`src/rtl/mb_fetch.sv`:
```
// Macroblock fetcher: reads one 16x16 NV12 macroblock (32 luma + 16 UV words) and streams it downstream.
// Optional macro MB_FETCH_STALL_CNT_EN adds a downstream stall-cycle counter output.
`timescale 1ns/1ps
module mb_fetch #(
    parameter int FIFO_DEPTH = 8,
    parameter int ADDR_W     = 32,
    parameter int MB_W       = 8
) (
    input  logic              clk,
    input  logic              rst_n,
    input  logic              start_i,
    input  logic [MB_W-1:0]   mb_x_i,
    input  logic [MB_W-1:0]   mb_y_i,
    input  logic [MB_W-1:0]   pic_width_mb_i,
    input  logic [ADDR_W-1:0] y_base_i,
    input  logic [ADDR_W-1:0] uv_base_i,
    output logic              busy_o,
    output logic              fetch_done_o,
    output logic              load_start_o,
    output logic              mem_req_o,
    output logic [ADDR_W-1:0] mem_addr_o,
    input  logic              mem_gnt_i,
    input  logic              mem_rvalid_i,
    input  logic [63:0]       mem_rdata_i,
    output logic              pvalid_o,
    input  logic              pready_i,
    output logic [63:0]       pdata_o
`ifdef MB_FETCH_STALL_CNT_EN
    ,
    output logic [15:0]       stall_cnt_o
`endif
);
    localparam int PW = $clog2(FIFO_DEPTH);

    typedef enum logic [2:0] {
        S_IDLE  = 3'd0,
        S_SETUP = 3'd1,
        S_ISSUE = 3'd2,
        S_DRAIN = 3'd3,
        S_DONE  = 3'd4
    } state_t;

    function automatic logic [63:0] byte_rev(input logic [63:0] w);
        logic [63:0] r;
        for (int i = 0; i < 8; i++) begin
            r[8*i +: 8] = w[8*(7-i) +: 8];
        end
        return r;
    endfunction

    state_t            state_q, state_d;
    logic [MB_W-1:0]   mb_x_q, mb_x_d, mb_y_q, mb_y_d;
    logic [ADDR_W-1:0] stride_q, stride_d, y_base_q, y_base_d, uv_base_q, uv_base_d;
    logic [ADDR_W-1:0] row_q, row_d, uv_row0_q, uv_row0_d, mem_addr_q, mem_addr_d;
    logic [5:0]        req_cnt_q, req_cnt_d, xfer_cnt_q, xfer_cnt_d;
    logic              mem_req_q, mem_req_d, busy_q, busy_d;
    logic              load_start_q, load_start_d, fetch_done_q, fetch_done_d;
    logic [63:0]       fifo_mem_q [FIFO_DEPTH];
    logic [PW-1:0]     wr_ptr_q, wr_ptr_d, rd_ptr_q, rd_ptr_d;
    logic [PW:0]       count_q, count_d;
    logic              pvalid_q, pvalid_d;
    logic              xfer_s, gnt_s;
    logic [6:0]        outstanding_s;
    logic [ADDR_W-1:0] ymul_s, xoff_s, y_row0_s, uv_row0_s;
`ifdef MB_FETCH_STALL_CNT_EN
    logic [15:0]       stall_cnt_q, stall_cnt_d;
`endif

    // Row-0 base addresses: the only multiply, evaluated once per fetch during SETUP.
    assign ymul_s    = ADDR_W'(mb_y_q) * stride_q;
    assign xoff_s    = ADDR_W'({mb_x_q, 4'b0000});
    assign y_row0_s  = y_base_q + {ymul_s[ADDR_W-5:0], 4'b0000} + xoff_s;
    assign uv_row0_s = uv_base_q + {ymul_s[ADDR_W-4:0], 3'b000} + xoff_s;

    // Next-state logic for the sequencer, request generator and return FIFO.
    always_comb begin
        state_d    = state_q;
        mb_x_d     = mb_x_q;
        mb_y_d     = mb_y_q;
        stride_d   = stride_q;
        y_base_d   = y_base_q;
        uv_base_d  = uv_base_q;
        row_d      = row_q;
        uv_row0_d  = uv_row0_q;
        req_cnt_d  = req_cnt_q;
        xfer_s     = pvalid_q && pready_i;
        gnt_s      = mem_req_q && mem_gnt_i;
        if (xfer_s) begin
            xfer_cnt_d = xfer_cnt_q + 6'd1;
        end else begin
            xfer_cnt_d = xfer_cnt_q;
        end
`ifdef MB_FETCH_STALL_CNT_EN
        stall_cnt_d = stall_cnt_q;
        if (pvalid_q && !pready_i && (stall_cnt_q != 16'hFFFF)) begin
            stall_cnt_d = stall_cnt_q + 16'd1;
        end else begin
            stall_cnt_d = stall_cnt_q;
        end
`endif
        case (state_q)
            S_IDLE: begin
                if (start_i) begin
                    mb_x_d    = mb_x_i;
                    mb_y_d    = mb_y_i;
                    stride_d  = ADDR_W'({pic_width_mb_i, 4'b0000});
                    y_base_d  = y_base_i;
                    uv_base_d = uv_base_i;
                    state_d   = S_SETUP;
`ifdef MB_FETCH_STALL_CNT_EN
                    stall_cnt_d = 16'd0;
`endif
                end else begin
                    state_d = S_IDLE;
                end
            end
            S_SETUP: begin
                row_d      = y_row0_s;
                uv_row0_d  = uv_row0_s;
                req_cnt_d  = 6'd0;
                xfer_cnt_d = 6'd0;
                state_d    = S_ISSUE;
            end
            S_ISSUE: begin
                // Odd request closes a row; request 31 hands over to the UV plane.
                if (gnt_s) begin
                    req_cnt_d = req_cnt_q + 6'd1;
                    if (req_cnt_q == 6'd31) begin
                        row_d = uv_row0_q;
                    end else if (req_cnt_q[0]) begin
                        row_d = row_q + stride_q;
                    end else begin
                        row_d = row_q;
                    end
                end else begin
                    req_cnt_d = req_cnt_q;
                end
                if (req_cnt_d == 6'd48) begin
                    state_d = S_DRAIN;
                end else begin
                    state_d = S_ISSUE;
                end
            end
            S_DRAIN: begin
                if (xfer_cnt_d == 6'd48) begin
                    state_d = S_DONE;
                end else begin
                    state_d = S_DRAIN;
                end
            end
            S_DONE: begin
                xfer_cnt_d = 6'd0;
                state_d    = S_IDLE;
            end
            default: begin
                state_d = S_IDLE;
            end
        endcase

        outstanding_s = {1'b0, req_cnt_d} - {1'b0, xfer_cnt_d};
        if (mem_req_q && !mem_gnt_i) begin
            mem_req_d = 1'b1;
        end else if ((state_d == S_ISSUE) && (req_cnt_d < 6'd48) && (outstanding_s < 7'(FIFO_DEPTH))) begin
            mem_req_d = 1'b1;
        end else begin
            mem_req_d = 1'b0;
        end
        mem_addr_d   = row_d + ADDR_W'({req_cnt_d[0], 3'b000});
        busy_d       = (state_d != S_IDLE);
        load_start_d = (state_d == S_SETUP);
        fetch_done_d = (state_d == S_DONE);

        wr_ptr_d = mem_rvalid_i ? (wr_ptr_q + PW'(1'b1)) : wr_ptr_q;
        rd_ptr_d = xfer_s ? (rd_ptr_q + PW'(1'b1)) : rd_ptr_q;
        case ({mem_rvalid_i, xfer_s})
            2'b10:   count_d = count_q + (PW+1)'(1'b1);
            2'b01:   count_d = count_q - (PW+1)'(1'b1);
            default: count_d = count_q;
        endcase
        pvalid_d = (count_d != '0);
    end

    // State, datapath and FIFO storage registers.
    always_ff @(posedge clk or negedge rst_n) begin
        if (!rst_n) begin
            state_q      <= S_IDLE;
            mb_x_q       <= '0;
            mb_y_q       <= '0;
            stride_q     <= '0;
            y_base_q     <= '0;
            uv_base_q    <= '0;
            row_q        <= '0;
            uv_row0_q    <= '0;
            mem_addr_q   <= '0;
            req_cnt_q    <= 6'd0;
            xfer_cnt_q   <= 6'd0;
            mem_req_q    <= 1'b0;
            busy_q       <= 1'b0;
            load_start_q <= 1'b0;
            fetch_done_q <= 1'b0;
            wr_ptr_q     <= '0;
            rd_ptr_q     <= '0;
            count_q      <= '0;
            pvalid_q     <= 1'b0;
            for (int i = 0; i < FIFO_DEPTH; i++) begin
                fifo_mem_q[i] <= 64'd0;
            end
`ifdef MB_FETCH_STALL_CNT_EN
            stall_cnt_q  <= 16'd0;
`endif
        end else begin
            state_q      <= state_d;
            mb_x_q       <= mb_x_d;
            mb_y_q       <= mb_y_d;
            stride_q     <= stride_d;
            y_base_q     <= y_base_d;
            uv_base_q    <= uv_base_d;
            row_q        <= row_d;
            uv_row0_q    <= uv_row0_d;
            mem_addr_q   <= mem_addr_d;
            req_cnt_q    <= req_cnt_d;
            xfer_cnt_q   <= xfer_cnt_d;
            mem_req_q    <= mem_req_d;
            busy_q       <= busy_d;
            load_start_q <= load_start_d;
            fetch_done_q <= fetch_done_d;
            wr_ptr_q     <= wr_ptr_d;
            rd_ptr_q     <= rd_ptr_d;
            count_q      <= count_d;
            pvalid_q     <= pvalid_d;
            if (mem_rvalid_i) begin
                fifo_mem_q[wr_ptr_q] <= byte_rev(mem_rdata_i);
            end
`ifdef MB_FETCH_STALL_CNT_EN
            stall_cnt_q  <= stall_cnt_d;
`endif
        end
    end

    assign busy_o       = busy_q;
    assign fetch_done_o = fetch_done_q;
    assign load_start_o = load_start_q;
    assign mem_req_o    = mem_req_q;
    assign mem_addr_o   = mem_addr_q;
    assign pvalid_o     = pvalid_q;
    assign pdata_o      = fifo_mem_q[rd_ptr_q];
`ifdef MB_FETCH_STALL_CNT_EN
    assign stall_cnt_o  = stall_cnt_q;
`endif
endmodule

```
`config.mk`:
```
export PLATFORM = sky130hd
export DESIGN_NAME = mb_fetch
export DESIGN_NICKNAME = d
export VERILOG_FILES = /design/src/rtl/mb_fetch.sv
export SDC_FILE = /design/constraint.sdc
export NUM_CORES = 1
export LEC_CHECK = 0
export CORE_UTILIZATION = 25
export CTS_CLUSTER_DIAMETER = 40
export DETAILED_ROUTE_END_ITERATION = 7
export PLACE_DENSITY_LB_ADDON = 0.12
export SYNTH_ARGS = -nofsm -noshare
export SYNTH_HDL_FRONTEND = slang
export SYNTH_SLANG_ARGS = --single-unit
export TNS_END_PERCENT = 100
```
`constraint.sdc`:
```
create_clock -name clk -period 6.54 [get_ports clk]
set_input_delay 1.635 -clock clk [delete_from_list [all_inputs] [get_ports clk]]
set_output_delay 1.635 -clock clk [all_outputs]
set_load 0.01 [all_outputs]
```
==> flow_metrics.py, run 1 <==
metrics = {
    "run_status": {
        "status": "complete, but fails checks",
        "violations": "negative setup slack",
    },
    "route": {
        "drc": 0,
        "dr_wl_met3_um": 5130,
        "viasPerCell": 4.65,
        "dr_total_vias": 25308,
        "drt-wirelength-per-cell_um": 21.1,
        "wl_met1_um": 53900,
        "drt-total-wl_um": 115000,
        "final_antenna_net_count": 0,
        "maxUsedRoutingLayer": "met5",
        "wl_met2_um": 53400,
        "dr.pass1.iters": 6,
        "drt_iter0_drc": 1140,
    },
    "yosys": {
        "syn_avg_cell_area_um2": 13.2,
        "synth_area_mm2": 0.0376,
        "yosysWarnings": 0,
        "syn-instance-count": 2851,
        "ys_seq_area_share_pct": 48.2,
        "ys_types": 83,
        "ys_seq_elements": 723,
        "synth_enable_flop_cells": 0,
        "syn-num-nets": 3185,
        "synthFlopType": "dfrtp_1",
        "synthArstFlopShare_pct": 100,
    },
    "final_layout": {
        "final_common_cell": "dfrtp_1",
        "final_area_mm2": 0.0502,
        "num-nets-final": 3647,
        "drive_gt1_share_pct": 40.9,
        "final_cell_mix": "dfrtp_1, mux2_2, clkdlybuf4s50_1",
        "syn2layout_area_growth_pct": 33.8,
    },
    "timing": {
        "skew_ns": 0.0334,
        "max_freq_mhz": 145,
        "fin_tns_setup_ns": -1.24,
        "timing.final.crit_share_pct": 106,
        "finalHoldViolCount": 0,
        "slew_violations": 0,
        "setup_viol": 6,
        "layout_setup_ws_ns": -0.370,
        "relSlewSlack_pct": 25.1,
        "rsz0062_at_grt": "true",
        "fin_crit_ns": 6.91,
        "worstMarginPinSlew_ns": 1.11,
        "whs_ns": 0.454,
    },
    "clock_network": {
        "clk_root_buffer_cell": "clkbuf_16",
        "htree_levels": 4,
        "cts.sinks": 723,
        "cts_tree": "built",
        "clockBufferDepth": 3,
        "clk_latency_ns": 0.77,
        "clkTransAtPathRegs_ns": 0.04,
        "numCtsBuffers": 151,
    },
    "die": {
        "core_mm2": 0.148,
        "dieArea_mm2": 0.152,
        "start_util_pct": 25.3,
        "die_x_um": 390,
        "die_y_um": 390,
        "num_rows": 141,
        "io_pins": 259,
    },
    "global_routing": {
        "grt_pass1_vias": 28103,
        "grt_use_total_pct": 15.3,
        "gr-total-overflow": 0,
        "grt_max_degree": 152,
        "grt_pass1_wl_um": 177000,
        "antenna_found_initial": 9,
    },
    "setup_path": {
        "path_class": "flip-flop to flip-flop",
        "r2r_slack_ns": -0.37,
        "critPathBufInv": 3,
        "r2r_start": "stride_q[8]",
        "cp_slowest_stage_delay_ns": 0.53,
        "reg2reg_to": "mem_addr_o[30]",
        "endpoint": "mem_addr_o[30]",
        "end_kind": "flip-flop",
        "path_delay_family": "adder cells",
        "cp_max_fo": 7,
        "crit_arrival_ns": 7.55,
        "cpMaxStageDelayCell": "fa_1",
        "critPathLaunchType": "flip-flop",
        "crit_top_cell": "fa_1",
        "crit_start": "stride_q[8]",
        "crit_cells": 30,
        "worst_ep_required_time_ns": 7.18,
        "rr_worst_depth": 30,
    },
    "placement": {
        "placed_area_mm2": 0.0436,
        "dpl_worst_slack_ns": -0.630,
        "finalWeightedCongestion": 0.833,
        "port-buffer-count": 258,
        "dp_hpwl_um": 75500,
    },
    "power": {
        "p_leak_nw": 21.4,
        "powerDensity_mw_per_mm2": 506,
        "ir_drop_mv": 0.239,
    },
    "hold_path": {
        "hp-class": "flip-flop to flip-flop",
    },
    "run": {
        "drv_cap": 0,
    },
}
area by class of cell:
cell class              count  area, um2
well taps                2002       2500
diodes                      3       7.51
repair buffers            449       4260
clock inverters            79       1310
inverters                 130        488
fillers                 14546      98100
flip-flops and latches    723      18100
multi-input cells        1858      19300
clock buffers             194       4250
state kept, by name (all words and copies together), names as in the netlist, 8 cells and up:
signal,flops
stride_q,8
mb_x_q,8
row_q,29
mem_addr_o,32
mb_y_q,8
uv_base_q,32
fifo_mem_q,512
uv_row0_q,32
y_base_q,32
per-stage QoR:
stage          power, mW  util, %  std cells
3_3_place_gp        16.9     29.4       5133
4_1_cts             25.7     33.4       5414
3_5_place_dp        17.1     29.4       5133
5_1_grt             27.0     33.9       5436
2_1_floorplan       13.2        -       2851
6_report            25.4     33.9       5438
synthesized netlist by cell type (14+ instances only):
cell      count  area (um2)
and2_1       60         375
a21oi_1      62         310
o21ai_0      83         415
and3_1       14        87.6
mux2i_1      16         160
xor2_1       38         333
dfrtp_1     723       18100
xnor2_1      52         455
a211oi_1     16         120
fa_1         49         981
clkbuf_1    114         428
mux2_2      657        7400
nor3_1       28         140
buf_1        20        75.1
nand2_1     142         533
nor2_1       78         293
mux4_2      128        2880
a21o_1       22         165
nand4_1      17         106
nand3_1      29         145
inv_1       130         488
ha_1        127        1590
logic make-up after synthesis:
| logic type | share of synthesized area, % |
|---|---|
| DFF | 48.2 |
| buffers and inverters | 2.75 |
| AOI/OAI and AO/OA | 5.77 |
| xor gates and xnor gates | 2.10 |
| adders and majority gates | 6.84 |
| and+or+nand+nor | 6.55 |
| muxes | 27.8 |
how the worst min path moves through the flow:
stage,start,endpoint,slack (ns),cells after the start
floorplan,uv_base_q[0],uv_row0_q[0],0.43,2
global placement,uv_base_q[3],uv_row0_q[3],0.46,2
detailed placement,count_q[3],count_q[3],0.46,1
CTS,count_q[3],count_q[3],0.46,1
global route,count_q[3],count_q[3],0.47,1
finish,count_q[3],count_q[3],0.45,1
where the power goes:
group,leakage (nW),switching [mW],internal [mW],total [mW]
registers,8.75,1.35,6.41,7.76
clock network,2.69,2.68,5.56,8.24
logic,9.95,4.03,5.42,9.45
timing repair:
| action | in CTS | in global routing |
|---|---|---|
| buffers inserted | 8 | 25 |
| hold buffers | 0 | 0 |
| pin swaps | 34 | 72 |
| resized for setup | 54 | 117 |
| endpoints found under the setup margin | 13 | 30 |
metal layers:
| metal | vias to the layer above | track usage (%) |
|---|---|---|
| met2 | 521 | 24.2 |
| li1 | 11396 | - |
| met1 | 13184 | 20.9 |
| met3 | 203 | 3.39 |
| met4 | 4 | 4.75 |
| met5 | - | 0 |
Power figures use the tool's default switching activity.
==> inputs of run 2 (changes only) <==
CELL_PAD_IN_SITES_DETAIL_PLACEMENT = 1   (was unset)
CELL_PAD_IN_SITES_GLOBAL_PLACEMENT = 2   (was unset)
==> run 2 against run 1 <==
Net effect:
- the run still ends with negative setup slack left
- clock power shrank 1%
- die area did not move
- clock skew is 0.014 ns higher
- routed wire length increased by 5.6%
- critical endpoint is now mem_addr_o[31]
- largest cell class unchanged
==> flow_metrics.py, run 2 (synthesized netlist as in run 1, its figures left out) <==
metrics = {
    "run_status": {
        "status": "complete, but fails checks",
        "violations": "negative setup slack",
    },
    "power": {
        "combPwrFrac_pct": 37.8,
        "clockPowerShare_pct": 31.8,
        "ir_drop_mv": 0.224,
        "switching_share_pct": 32.2,
        "internal_power_mw": 17.3,
        "power_switching_mw": 8.23,
        "powerDensity_mw_per_mm2": 505,
        "seqPwrFrac_pct": 30.3,
        "p_leak_nw": 21.6,
    },
    "clock_network": {
        "clk_root_buffer_cell": "clkbuf_16",
        "clk_latency_ns": 0.77,
        "clockBufferDepth": 3,
        "cts.sinks": 723,
        "clkTransAtPathRegs_ns": 0.05,
        "numCtsBuffers": 153,
        "htree_levels": 4,
        "cts_tree": "built",
        "hold_buffers": 0,
    },
    "placement": {
        "dp.cells": 5166,
        "finalWeightedCongestion": 0.783,
        "dp_hpwl_um": 81900,
        "port-buffer-count": 258,
    },
    "route": {
        "drc": 0,
        "drt-wirelength-per-cell_um": 22.2,
        "final_antenna_net_count": 0,
        "dr_total_vias": 25675,
        "drt-total-wl_um": 121000,
        "viasPerCell": 4.68,
        "dr.pass1.iters": 7,
        "drt_iter0_drc": 928,
    },
    "setup_path": {
        "rr_worst_depth": 32,
        "crit_top_cell": "fa_1",
        "end_kind": "flip-flop",
        "cp_slowest_stage_delay_ns": 0.54,
        "cp_max_fo": 6,
        "worst_ep_required_time_ns": 7.22,
        "crit_arrival_ns": 7.59,
        "path_class": "flip-flop to flip-flop",
        "critPathLaunchType": "flip-flop",
        "cpMaxStageDelayCell": "fa_1",
    },
    "final_layout": {
        "regMostFlops": "fifo_mem_q",
        "drive_gt1_share_pct": 42.1,
        "final_cell_mix": "dfrtp_1, mux2_2, clkdlybuf4s50_1",
        "syn2layout_area_growth_pct": 34.7,
        "final_common_cell": "dfrtp_1",
        "fin_cells": 5481,
        "num-nets-final": 3683,
        "largest_register_ffs": 512,
        "fill_cells": 15504,
    },
    "timing": {
        "rsz0062_at_grt": "true",
        "finalHoldViolCount": 0,
        "worstMarginPinSlew_ns": 1.04,
        "max_freq_mhz": 145,
        "relSlewSlack_pct": 30.2,
        "layout_setup_ws_ns": -0.373,
        "setup_viol": 6,
        "fin_tns_setup_ns": -1.40,
        "skew_ns": 0.0471,
        "fin_crit_ns": 6.91,
        "whs_ns": 0.461,
        "slew_violations": 0,
        "timing.final.crit_share_pct": 106,
    },
    "global_routing": {
        "grt_busiest_layer": "met2",
        "grt_pass1_vias": 29156,
        "grt_max_degree": 129,
        "use_met3_pct": 3.46,
        "gr-total-overflow": 0,
        "antenna_found_initial": 13,
        "grt_pass1_wl_um": 188000,
        "gr-usage-met2_pct": 26.2,
        "grt_use_total_pct": 16.3,
        "grtUsageMet1_pct": 22.1,
    },
    "die": {
        "start_util_pct": 25.3,
        "io_pins": 259,
        "num_rows": 141,
        "die_y_um": 390,
        "die_x_um": 390,
        "dieArea_mm2": 0.152,
        "core_mm2": 0.148,
    },
    "hold_path": {
        "hold_path_depth": 1,
        "hp-class": "flip-flop to flip-flop",
    },
    "run": {
        "drv_cap": 0,
    },
}
==> run 2: cell types whose count changed in the layout (fill, tap and decap cells not counted), moves of 5 or more <==
cell      before  now
clkbuf_8      29   18
clkinv_2      24   29
clkinv_4       5   11
buf_4        159  190
==> run 2: final timing paths <==
| path | from | end | slack [ns] |
|---|---|---|---|
| max | stride_q[6] | mem_addr_o[31] | -0.37 |
| min | count_q[3] | count_q[3] | 0.46 |
| max reg2reg | stride_q[6] | mem_addr_o[31] | -0.37 |
| min reg2reg | count_q[3] | count_q[3] | 0.46 |
| max in group asynchronous | rst_n | fifo_mem_q[433] | 4.04 |
| min in group asynchronous | rst_n | count_q[0] | 0.89 |
==> run 2: timing repair <==
| item | CTS | global route |
|---|---|---|
| setup endpoints to repair | 26 | 31 |
| pin swaps | 64 | 90 |
| buffers inserted | 14 | 22 |
| gates resized for setup | 103 | 104 |
==> run 2: power groups by stage <==
stage                     sequential [mW]  combinational, mW  clock (mW)
final                                7.75               9.67        8.13
after global routing                 8.05               10.5        8.58
after CTS                            7.79               9.73        8.37
after detailed placement             7.84               9.51           0
after global placement               7.64               9.33           0
after floorplan                      7.13               6.07           0
==> run 2: critical path: cells and delay by family (launching register included) <==
kind            cells  cell delay (ns)
simple gates        7             0.94
compound gates      7             1.28
flops               1             0.45
xor+xnor            2             0.32
buf+inv             9             1.08
fa+ha+maj           7             2.75
==> run 2: metal layers <==
metal | vias up | routed length (um)
met2 | 436 | 57600
li1 | 11473 | -
met1 | 13556 | 56500
met5 | - | 96
met4 | 16 | 2560
met3 | 194 | 4770
==> run 2: final cells by class <==
class,instances,area [um2],share of cell area (%)
antenna,4,10.0,0.0198
clock buffer,188,4160,8.23
clock inverter,93,1300,2.58
inverter,130,488,0.965
multi-input combinational,1858,19400,38.5
sequential,723,18100,35.8
tap,2002,2500,4.95
timing repair buffer,483,4540,8.98
==> run 2: through the flow <==
step	total power [mW]	worst slack, ns	cell area [um2]	util [%]
finish	25.5	-0.373	50600	34.1
floorplan	13.2	0.00117	37700	-
global route	27.1	-0.664	50600	34.1
global placement	17.0	-0.657	43900	29.6
detailed placement	17.3	-0.733	43900	29.6
CTS	25.9	-0.440	49900	33.7
